## src/rtl/seg7_scan_ctrl.sv

```systemverilog
// Multiplexed seven-segment scan controller with frame-synchronous double buffer.
// Optional SEG7_LEADING_ZERO_BLANK_EN darkens leading zero digits.
module seg7_scan_ctrl #(
   parameter int DIGITS    = 4,
   parameter int DIV       = 1000,
   parameter int BLANK_CYC = 16
) (
   input  logic                  clock,
   input  logic                  reset_n,
   input  logic [4*DIGITS-1:0]   value,
   input  logic                  load,
   output logic                  update_pending,
   output logic                  frame_start,
   output logic [DIGITS-1:0]     dig_sel,
   output logic [6:0]            seg
);

   localparam int CW = $clog2(DIV);
   localparam int IW = (DIGITS > 1) ? $clog2(DIGITS) : 1;
   localparam logic [CW-1:0] CNT_MAX = CW'(DIV - 1);
   localparam logic [CW-1:0] BLANK   = CW'(BLANK_CYC);
   localparam logic [IW-1:0] IDX_MAX = IW'(DIGITS - 1);

   logic [CW-1:0]         cnt_q, cnt_d;
   logic [IW-1:0]         idx_q, idx_d;
   logic [4*DIGITS-1:0]   shadow_q, shadow_d;
   logic [4*DIGITS-1:0]   pending_q, pending_d;
   logic                  upd_q, upd_d;
   logic                  frame_start_q, frame_start_d;
   logic [DIGITS-1:0]     dig_sel_q, dig_sel_d;
   logic [6:0]            seg_q, seg_d;

   logic                  cnt_wrap;
   logic                  boundary;
   logic                  show;
   logic                  lz_blank;
   logic [3:0]            nib;

   function automatic logic [6:0] hex7(input logic [3:0] n);
      logic [6:0] s;
      case (n)
         4'h0: s = 7'h3F;
         4'h1: s = 7'h06;
         4'h2: s = 7'h5B;
         4'h3: s = 7'h4F;
         4'h4: s = 7'h66;
         4'h5: s = 7'h6D;
         4'h6: s = 7'h7D;
         4'h7: s = 7'h07;
         4'h8: s = 7'h7F;
         4'h9: s = 7'h6F;
         4'hA: s = 7'h77;
         4'hB: s = 7'h7C;
         4'hC: s = 7'h58;
         4'hD: s = 7'h5E;
         4'hE: s = 7'h79;
         default: s = 7'h71;
      endcase
      return s;
   endfunction

   // Counter/buffer next state; shadow only moves on the frame boundary.
   always_comb begin
      cnt_wrap  = (cnt_q == CNT_MAX);
      boundary  = cnt_wrap && (idx_q == IDX_MAX);
      cnt_d     = cnt_wrap ? '0 : cnt_q + 1'b1;
      idx_d     = idx_q;
      if (cnt_wrap) begin
         idx_d = (idx_q == IDX_MAX) ? '0 : idx_q + 1'b1;
      end
      pending_d = load ? value : pending_q;
      shadow_d  = shadow_q;
      upd_d     = upd_q;
      if (boundary) begin
         upd_d = 1'b0;
         if (load) begin
            shadow_d = value;
         end else if (upd_q) begin
            shadow_d = pending_q;
         end
      end else if (load) begin
         upd_d = 1'b1;
      end
   end

`ifdef SEG7_LEADING_ZERO_BLANK_EN
   logic [DIGITS-1:0] zero_above;

   always_comb begin
      zero_above = '0;
      zero_above[DIGITS-1] = (shadow_q[4*(DIGITS-1) +: 4] == 4'h0);
      for (int i = DIGITS - 2; i >= 0; i--) begin
         zero_above[i] = zero_above[i+1] && (shadow_q[4*i +: 4] == 4'h0);
      end
      // Digit 0 stays lit so an all-zero value still reads "0".
      zero_above[0] = 1'b0;
      lz_blank = zero_above[idx_q];
   end
`else
   always_comb begin
      lz_blank = 1'b0;
   end
`endif

   always_comb begin
      nib           = 4'(shadow_q >> {idx_q, 2'b00});
      show          = (cnt_q >= BLANK);
      frame_start_d = (cnt_q == '0) && (idx_q == '0);
      dig_sel_d     = '0;
      seg_d         = '0;
      if (show) begin
         dig_sel_d = DIGITS'(1) << idx_q;
         seg_d     = lz_blank ? 7'h00 : hex7(nib);
      end
   end

   always_ff @(posedge clock) begin
      if (!reset_n) begin
         cnt_q         <= '0;
         idx_q         <= '0;
         shadow_q      <= '0;
         pending_q     <= '0;
         upd_q         <= 1'b0;
         frame_start_q <= 1'b0;
         dig_sel_q     <= '0;
         seg_q         <= '0;
      end else begin
         cnt_q         <= cnt_d;
         idx_q         <= idx_d;
         shadow_q      <= shadow_d;
         pending_q     <= pending_d;
         upd_q         <= upd_d;
         frame_start_q <= frame_start_d;
         dig_sel_q     <= dig_sel_d;
         seg_q         <= seg_d;
      end
   end

   assign update_pending = upd_q;
   assign frame_start    = frame_start_q;
   assign dig_sel        = dig_sel_q;
   assign seg            = seg_q;

endmodule

```

## config.mk

```make
export PLATFORM = sky130hd
export DESIGN_NAME = seg7_scan_ctrl
export DESIGN_NICKNAME = d
export VERILOG_FILES = /design/src/rtl/seg7_scan_ctrl.sv
export SDC_FILE = /design/constraint.sdc
export NUM_CORES = 1
export LEC_CHECK = 0
export CORE_MARGIN = 3
export CORE_UTILIZATION = 59
export DETAILED_ROUTE_END_ITERATION = 10
export GPL_TIMING_DRIVEN = 0
export PLACE_DENSITY = 0.84
export RECOVER_POWER = 100
export SLEW_MARGIN = 20
export SYNTH_ARGS = -nofsm -noshare
export SYNTH_HDL_FRONTEND = slang
export SYNTH_SLANG_ARGS = --single-unit
```

## constraint.sdc

```tcl
create_clock -name clock -period 5.4 [get_ports clock]
set_input_delay 1.08 -clock clock [delete_from_list [all_inputs] [get_ports clock]]
set_output_delay 1.08 -clock clock [all_outputs]
set_load 0.02 [all_outputs]
```

==> results of run 1 <==
[per-stage QoR]
stage	hold slack [ns]	setup WS, ns	cell area, um2	power (mW)	util [%]
after global routing	0.488	2.43	3110	0.919	76.0
after detailed placement	0.461	2.68	2910	0.493	71.1
after floorplan	0.430	3.04	2540	0.470	-
after CTS	0.475	2.97	3110	0.900	76.2
final	0.469	2.63	3110	0.894	76.0
after global placement	0.442	2.69	2910	0.491	71.1
[power groups by stage]
stage               sequential (mW)  clock (mW)  combinational, mW
floorplan                     0.445           0             0.0251
global placement              0.444           0             0.0473
detailed placement            0.445           0             0.0484
CTS                           0.436       0.415             0.0490
global route                  0.436       0.429             0.0533
finish                        0.435       0.411             0.0475
[registers in the layout, summed over array words and instances (netlist names)]
| signal | cells |
|---|---|
| pending_q | 16 |
| shadow_q | 16 |
| cnt_q | 10 |
| seg | 7 |
| dig_sel | 4 |
| idx_q | 2 |
| frame_start | 1 |
| update_pending | 1 |
[placed cells by master, fill, tap and decap left out, types with 5 or more instances in the layout]
cell             netlist  layout
inv_1                 14      14
a21oi_1                8       8
a41oi_1               17      17
clkdlybuf4s50_1        0      16
clkbuf_8               0      12
dlygate4sd3_1          0      14
ha_1                  11      11
mux2i_1               20      20
clkbuf_1               9      16
nand4_1                5       5
a211oi_1              17      18
o31ai_1                5       5
dfxtp_1               57      57
nor2_1                25      25
nor3_1                 5       5
[critical path, cell delays in order]
cell	delay [ns]
clkbuf_1	0.43
o21a_1	0.39
and4_1	0.24
clkbuf_1	0.28
clkbuf_1	0.40
a211oi_1	0.14
[routing by layer]
metal  track usage, %  share of wire [%]  vias up
met5                0                  0        -
met4             11.1                2.4        0
met3             5.75                4.9       13
met2             36.3                 47       49
met1             29.0                 46      970
li1                 -                  -     1012
[path summary, 6_finish.rpt]
kind / from / endpoint / slack [ns] / cells past startpoint
hold / removal: cnt_q[0] / cnt_q[0] / 0.47 / 1
setup reg to reg: cnt_q[0] / shadow_q[10] / 3.09 / 6
setup / recovery: load / shadow_q[10] / 2.63 / 6
hold reg to reg: cnt_q[0] / cnt_q[0] / 0.47 / 1
[area by class of cell]
class                   count  area [um2]  share of cell area (%)
multi-input cells         156        1230                    39.6
plain buffers              22         113                    3.63
repair buffers             30         300                    9.67
clock inverters             2        35.0                    1.13
inverters                  14        52.6                    1.69
flip-flops and latches     57        1140                    36.7
well taps                  50        62.6                    2.01
clock buffers              14         173                    5.56
[kinds of logic (layout without fill, tap and decap cells)]
kind of cell / after synthesis / count (layout) / share of synthesized area (%)
AOI/OAI and AO/OA: 60 / 60 / 17.7
xor gates and xnor gates: 3 / 3 / 1.03
adders and majority gates: 11 / 11 / 5.41
buffers and inverters: 36 / 82 / 6.64
DFF: 57 / 57 / 44.9
muxes: 28 / 28 / 13.3
and+or+nand+nor: 54 / 54 / 11.1
==> qor.json, run 1 <==
{
  "cts_resized": 0,
  "p_switching_uw": 188,
  "area_growth_pct": 22.1,
  "synthMostInstantiatedCell": "dfxtp_1",
  "number_of_antenna_violations_at_the_first_check_in_global_routing": 0,
  "final-instance-count-excl-fill": 345,
  "yosysUniqueCellTypes": 41,
  "die_area_mm2": 0.00514,
  "worst-path-max-fanout": 10,
  "synthArstFlopShare_pct": 0,
  "cts_tree": "yes",
  "cells_taking_the_most_area_after_synthesis": "dfxtp_1, mux2i_1, a41oi_1, ha_1, a211oi_1",
  "floorplan.die.height_um": 71.7,
  "post-cts-setup-buffers": 0,
  "finalMaxSlewViolations": 0,
  "total_iterations_of_the_first_detailed_routing_run": 4,
  "worst_setup_path_start_kind": "input port",
  "grt_max_degree": 11,
  "most_instantiated_cells_after_synthesis": "dfxtp_1, nor2_1, mux2i_1, a211oi_1, a41oi_1",
  "post_drt_via_cell_ratio": 5.92,
  "grt_pass1_wl_mm": 9.12,
  "routed_wirelength_mm": 5.34,
  "initial_core_util_pct": 62.2,
  "n_antenna_cell": 0,
  "buffer_ports.inserted": 30,
  "leakage_nw": 1.18,
  "drt_first_iter_violations": 126,
  "globalRouteTotalUtil_pct": 22.8,
  "cellInternalPower_uw": 705,
  "numPlacedInstances": 329,
  "postCtsHoldBufs": 0,
  "synth_enable_flop_cells": 0,
  "cts_htree_levels": 3,
  "detailroute.via_count": 2044,
  "worst_skew_pair_later_pin_latency_ns": 0.34,
  "power_density_mw_per_mm2": 288,
  "synthesis.area_per_instance_um2": 10.2,
  "cts.reportedPaths.clkPinSlew_ns": 0.06,
  "sequentialPowerShare_pct": 48.7,
  "gr-total-overflow": 0,
  "yosysWarnings": 0,
  "finClkSkew_ns": 0.00515,
  "synth_top_flop_cell": "dfxtp_1",
  "ys_ff_latch": 57,
  "unrepaired_setup_endpoints_after_global_routing": "false",
  "max_slew.worst_pin.slew_ns": 1.05,
  "fmax_mhz": 361,
  "fillerInstances": 300,
  "drc": 0,
  "synthesis.instances": 249,
  "required_time_at_the_endpoint_of_the_critical_path_ns": 5.60,
  "dpl.hpwl_mm": 3.74,
  "numCtsBuffers": 9,
  "post-route-min-period_ns": 2.77,
  "routed_length_per_placed_instance_um": 15.5,
  "netlist.top_cell.by_area": "dfxtp_1",
  "setup-tns-final_ns": 0,
  "cap_violations": 0,
  "seq_area_frac_synth_pct": 44.9,
  "post_route_cells_drive_above_1_share_pct": 9.49,
  "power.share.clock_pct": 45.9,
  "placement_rows": 23,
  "numClockSinks": 57,
  "chipWidth_um": 71.7,
  "crit_type": "input port to flop",
  "end_kind": "flop",
  "num_io_pins": 32,
  "peakVddDrop_mv": 0.248,
  "ctsRootBufferMaster": "clkbuf_8",
  "result_of_the_run": "complete, no violations",
  "final_hold_fails": 0,
  "gp_congestion": 0.847,
  "worst_ep_arrival_time_ns": 2.97,
  "setup_viol": 0,
  "switching_share_pct": 21.1,
  "hold_class": "flop to flop",
  "timing.slew.headroom_pct": 29.6,
  "synth_nets": 279,
  "cts.path.max_buffers": 2,
  "layout.nets": 320,
  "floorplan.core_area_mm2": 0.00409,
  "synth.cell_area_mm2": 0.00254,
  "via_count_of_the_first_global_routing_pass": 1948,
  "antenna_left": 0,
  "share_of_the_cycle_needed_by_the_critical_path_after_routing_pct": 51.3,
  "p_comb_share_pct": 5.3,
  "post-synth-top-area-fraction_pct": 44.9
}
No activity file was read; power rests on OpenSTA's default activity.
==> run 2: changes to the inputs <==
--- a/config.mk
+++ b/config.mk
@@ -6,10 +6,10 @@
 export NUM_CORES = 1
 export LEC_CHECK = 0
 export CORE_MARGIN = 3
-export CORE_UTILIZATION = 59
+export CORE_UTILIZATION = 49
 export DETAILED_ROUTE_END_ITERATION = 10
 export GPL_TIMING_DRIVEN = 0
-export PLACE_DENSITY = 0.84
+export PLACE_DENSITY = 0.75
 export RECOVER_POWER = 100
 export SLEW_MARGIN = 20
 export SYNTH_ARGS = -nofsm -noshare
==> constraint.sdc (replaced) <==
create_clock -name clock -period 2.4 [get_ports clock]
set_input_delay 0.48 -clock clock [delete_from_list [all_inputs] [get_ports clock]]
set_output_delay 0.48 -clock clock [all_outputs]
set_load 0.02 [all_outputs]
==> qor.json, run 2 (same netlist as run 1, synthesis figures left out) <==
{
  "cts_resized": 0,
  "floorplan.die.height_um": 78.1,
  "postCtsHoldBufs": 0,
  "routed_wirelength_mm": 5.06,
  "total_iterations_of_the_first_detailed_routing_run": 4,
  "area_growth_pct": 21.3,
  "drc": 0,
  "finalMaxSlewViolations": 0,
  "initial_core_util_pct": 52.1,
  "grt-busiest-layer": "met2",
  "grt_max_degree": 11,
  "worstPathCellList": "ha_1, nor4bb_1, and4_1, clkbuf_1, clkbuf_2, a211oi_1",
  "worst-path-max-fanout": 10,
  "floorplan.core_area_mm2": 0.00488,
  "gr-total-overflow": 0,
  "worst_setup_path_start_kind": "flop",
  "globalRouteTotalUtil_pct": 19.3,
  "setup_viol": 0,
  "cts.reportedPaths.clkPinSlew_ns": 0.06,
  "cap_violations": 0,
  "slowest_stage": "nor4bb_1",
  "largest_registers": "pending_q (16), shadow_q (16), cnt_q (10)",
  "worst_skew_pair_later_pin_latency_ns": 0.34,
  "gr-usage-met1_pct": 24.1,
  "length_in_cells_of_the_worst_reg_to_reg_path": 6,
  "multiInputGateArea_mm2": 0.00123,
  "share_of_the_cycle_needed_by_the_critical_path_after_routing_pct": 88.2,
  "timing.slew.headroom_pct": 31.3,
  "use_met3_pct": 7.68,
  "cts.path.max_buffers": 2,
  "max_slew.worst_pin.slew_ns": 1.02,
  "final_std_cell_area_no_fill_mm2": 0.00309,
  "num_io_pins": 32,
  "drt_first_iter_violations": 116,
  "die_area_mm2": 0.00609,
  "placedInstanceArea_mm2": 0.00293,
  "dpl.hpwl_mm": 3.71,
  "routed_length_per_placed_instance_um": 14.0,
  "setup-tns-final_ns": 0,
  "end_kind": "flop",
  "chipWidth_um": 78.1,
  "grt_pass1_wl_mm": 9.17,
  "power_density_mw_per_mm2": 592,
  "post-cts-setup-buffers": 0,
  "layout.nets": 320,
  "groute.layer.met2.usage_pct": 30.6,
  "hold_class": "flop to flop",
  "crit_type": "flop to flop",
  "peakVddDrop_mv": 0.453,
  "commonest_cells_after_routing_fill_and_taps_aside": "dfxtp_1, nor2_1, mux2i_1",
  "cts_tree": "yes",
  "numCtsBuffers": 9,
  "post_drt_via_cell_ratio": 5.54,
  "numClockSinks": 57,
  "buffer_ports.inserted": 30,
  "antenna_left": 0,
  "gp_congestion": 0.808,
  "finClkSkew_ns": 0.0108,
  "fmax_mhz": 472,
  "required_time_at_the_endpoint_of_the_critical_path_ns": 2.60,
  "rr_endpoint": "shadow_q[14]",
  "post-route-min-period_ns": 2.12,
  "worst_ep_arrival_time_ns": 2.32,
  "result_of_the_run": "complete, no violations",
  "final_hold_fails": 0,
  "n_antenna_cell": 0,
  "fillerInstances": 430,
  "hold_critical_path_depth": 1,
  "worst_path_largest_cell_delay_ns": 0.47,
  "post_route_cells_drive_above_1_share_pct": 10.8,
  "ctsRootBufferMaster": "clkbuf_8",
  "placement_rows": 25,
  "register_area_mm2": 0.00114,
  "worstSetupStartpoint": "cnt_q[0]",
  "cts_htree_levels": 3,
  "detailroute.via_count": 2006,
  "number_of_antenna_violations_at_the_first_check_in_global_routing": 0,
  "setup.worst_path.end": "shadow_q[14]",
  "unrepaired_setup_endpoints_after_global_routing": "false",
  "ff2ff_setup_slack_ns": 0.28,
  "regToRegStartpoint": "cnt_q[0]",
  "leakage_nw": 1.16,
  "via_count_of_the_first_global_routing_pass": 1925,
  "layout.cells.most_common": "dfxtp_1"
}
==> run 2: cell count changes in the layout (fill, tap and decap cells not counted), sizes merged <==
cell,change
buf,+2
bufinv,-1
clkinvlp,+2
clkinv,+3
clkbuf,-6
==> run 2: layer usage <==
layer / part of all wire, % / routed length [um] / up-vias
li1: - / - / 1015
met1: 47 / 2380 / 943
met2: 47 / 2370 / 44
met3: 5.1 / 260 / 4
met4: 0.83 / 42 / 0
met5: 0 / 0 / -
==> run 2: stage by stage <==
| step | utilization [%] | setup slack, ns | cells | hold slack [ns] | total power, mW |
|---|---|---|---|---|---|
| CTS | 63.3 | 0.312 | 362 | 0.479 | 1.86 |
| detailed placement | 60.0 | 0.224 | 346 | 0.465 | 1.11 |
| global route | 63.2 | 0.126 | 362 | 0.512 | 1.92 |
| global placement | 60.0 | 0.260 | 346 | 0.448 | 1.11 |
| floorplan | - | 0.598 | 249 | 0.430 | 1.06 |
| finish | 63.2 | 0.283 | 362 | 0.471 | 1.83 |
==> run 2: layout make-up <==
cell class,instances,area share (%)
inverters,14,1.70
well taps,67,2.72
clock buffers,10,4.14
multi-input cells,156,39.8
repair buffers,30,9.73
flip-flops and latches,57,37.0
clock inverters,6,1.14
plain buffers,22,3.77
==> run 2: critical path: cells and delay by family, from the launching register on <==
kind                       cells  cell delay [ns]
AOI/OAI and AO/OA              1             0.10
adders and majority gates      1             0.25
buffers and inverters          2             0.55
DFF                            1             0.37
and+or+nand+nor                2             0.72
==> run 2: how the worst min path moves through the flow <==
stage          startpoint        to  slack (ns)
3_3_place_gp     cnt_q[0]  cnt_q[0]        0.45
4_1_cts          cnt_q[0]  cnt_q[0]        0.48
6_report         cnt_q[0]  cnt_q[0]        0.47
3_5_place_dp     cnt_q[0]  cnt_q[0]        0.46
5_1_grt          cnt_q[0]  cnt_q[0]        0.51
2_1_floorplan    cnt_q[0]  cnt_q[0]        0.43
==> run 2: power breakdown <==
group | leakage [nW] | internal [mW] | total, mW | switching (mW)
Combinational | 0.617 | 0.0540 | 0.106 | 0.0521
Clock | 0.0818 | 0.366 | 0.743 | 0.377
Sequential | 0.463 | 0.969 | 0.979 | 0.00978
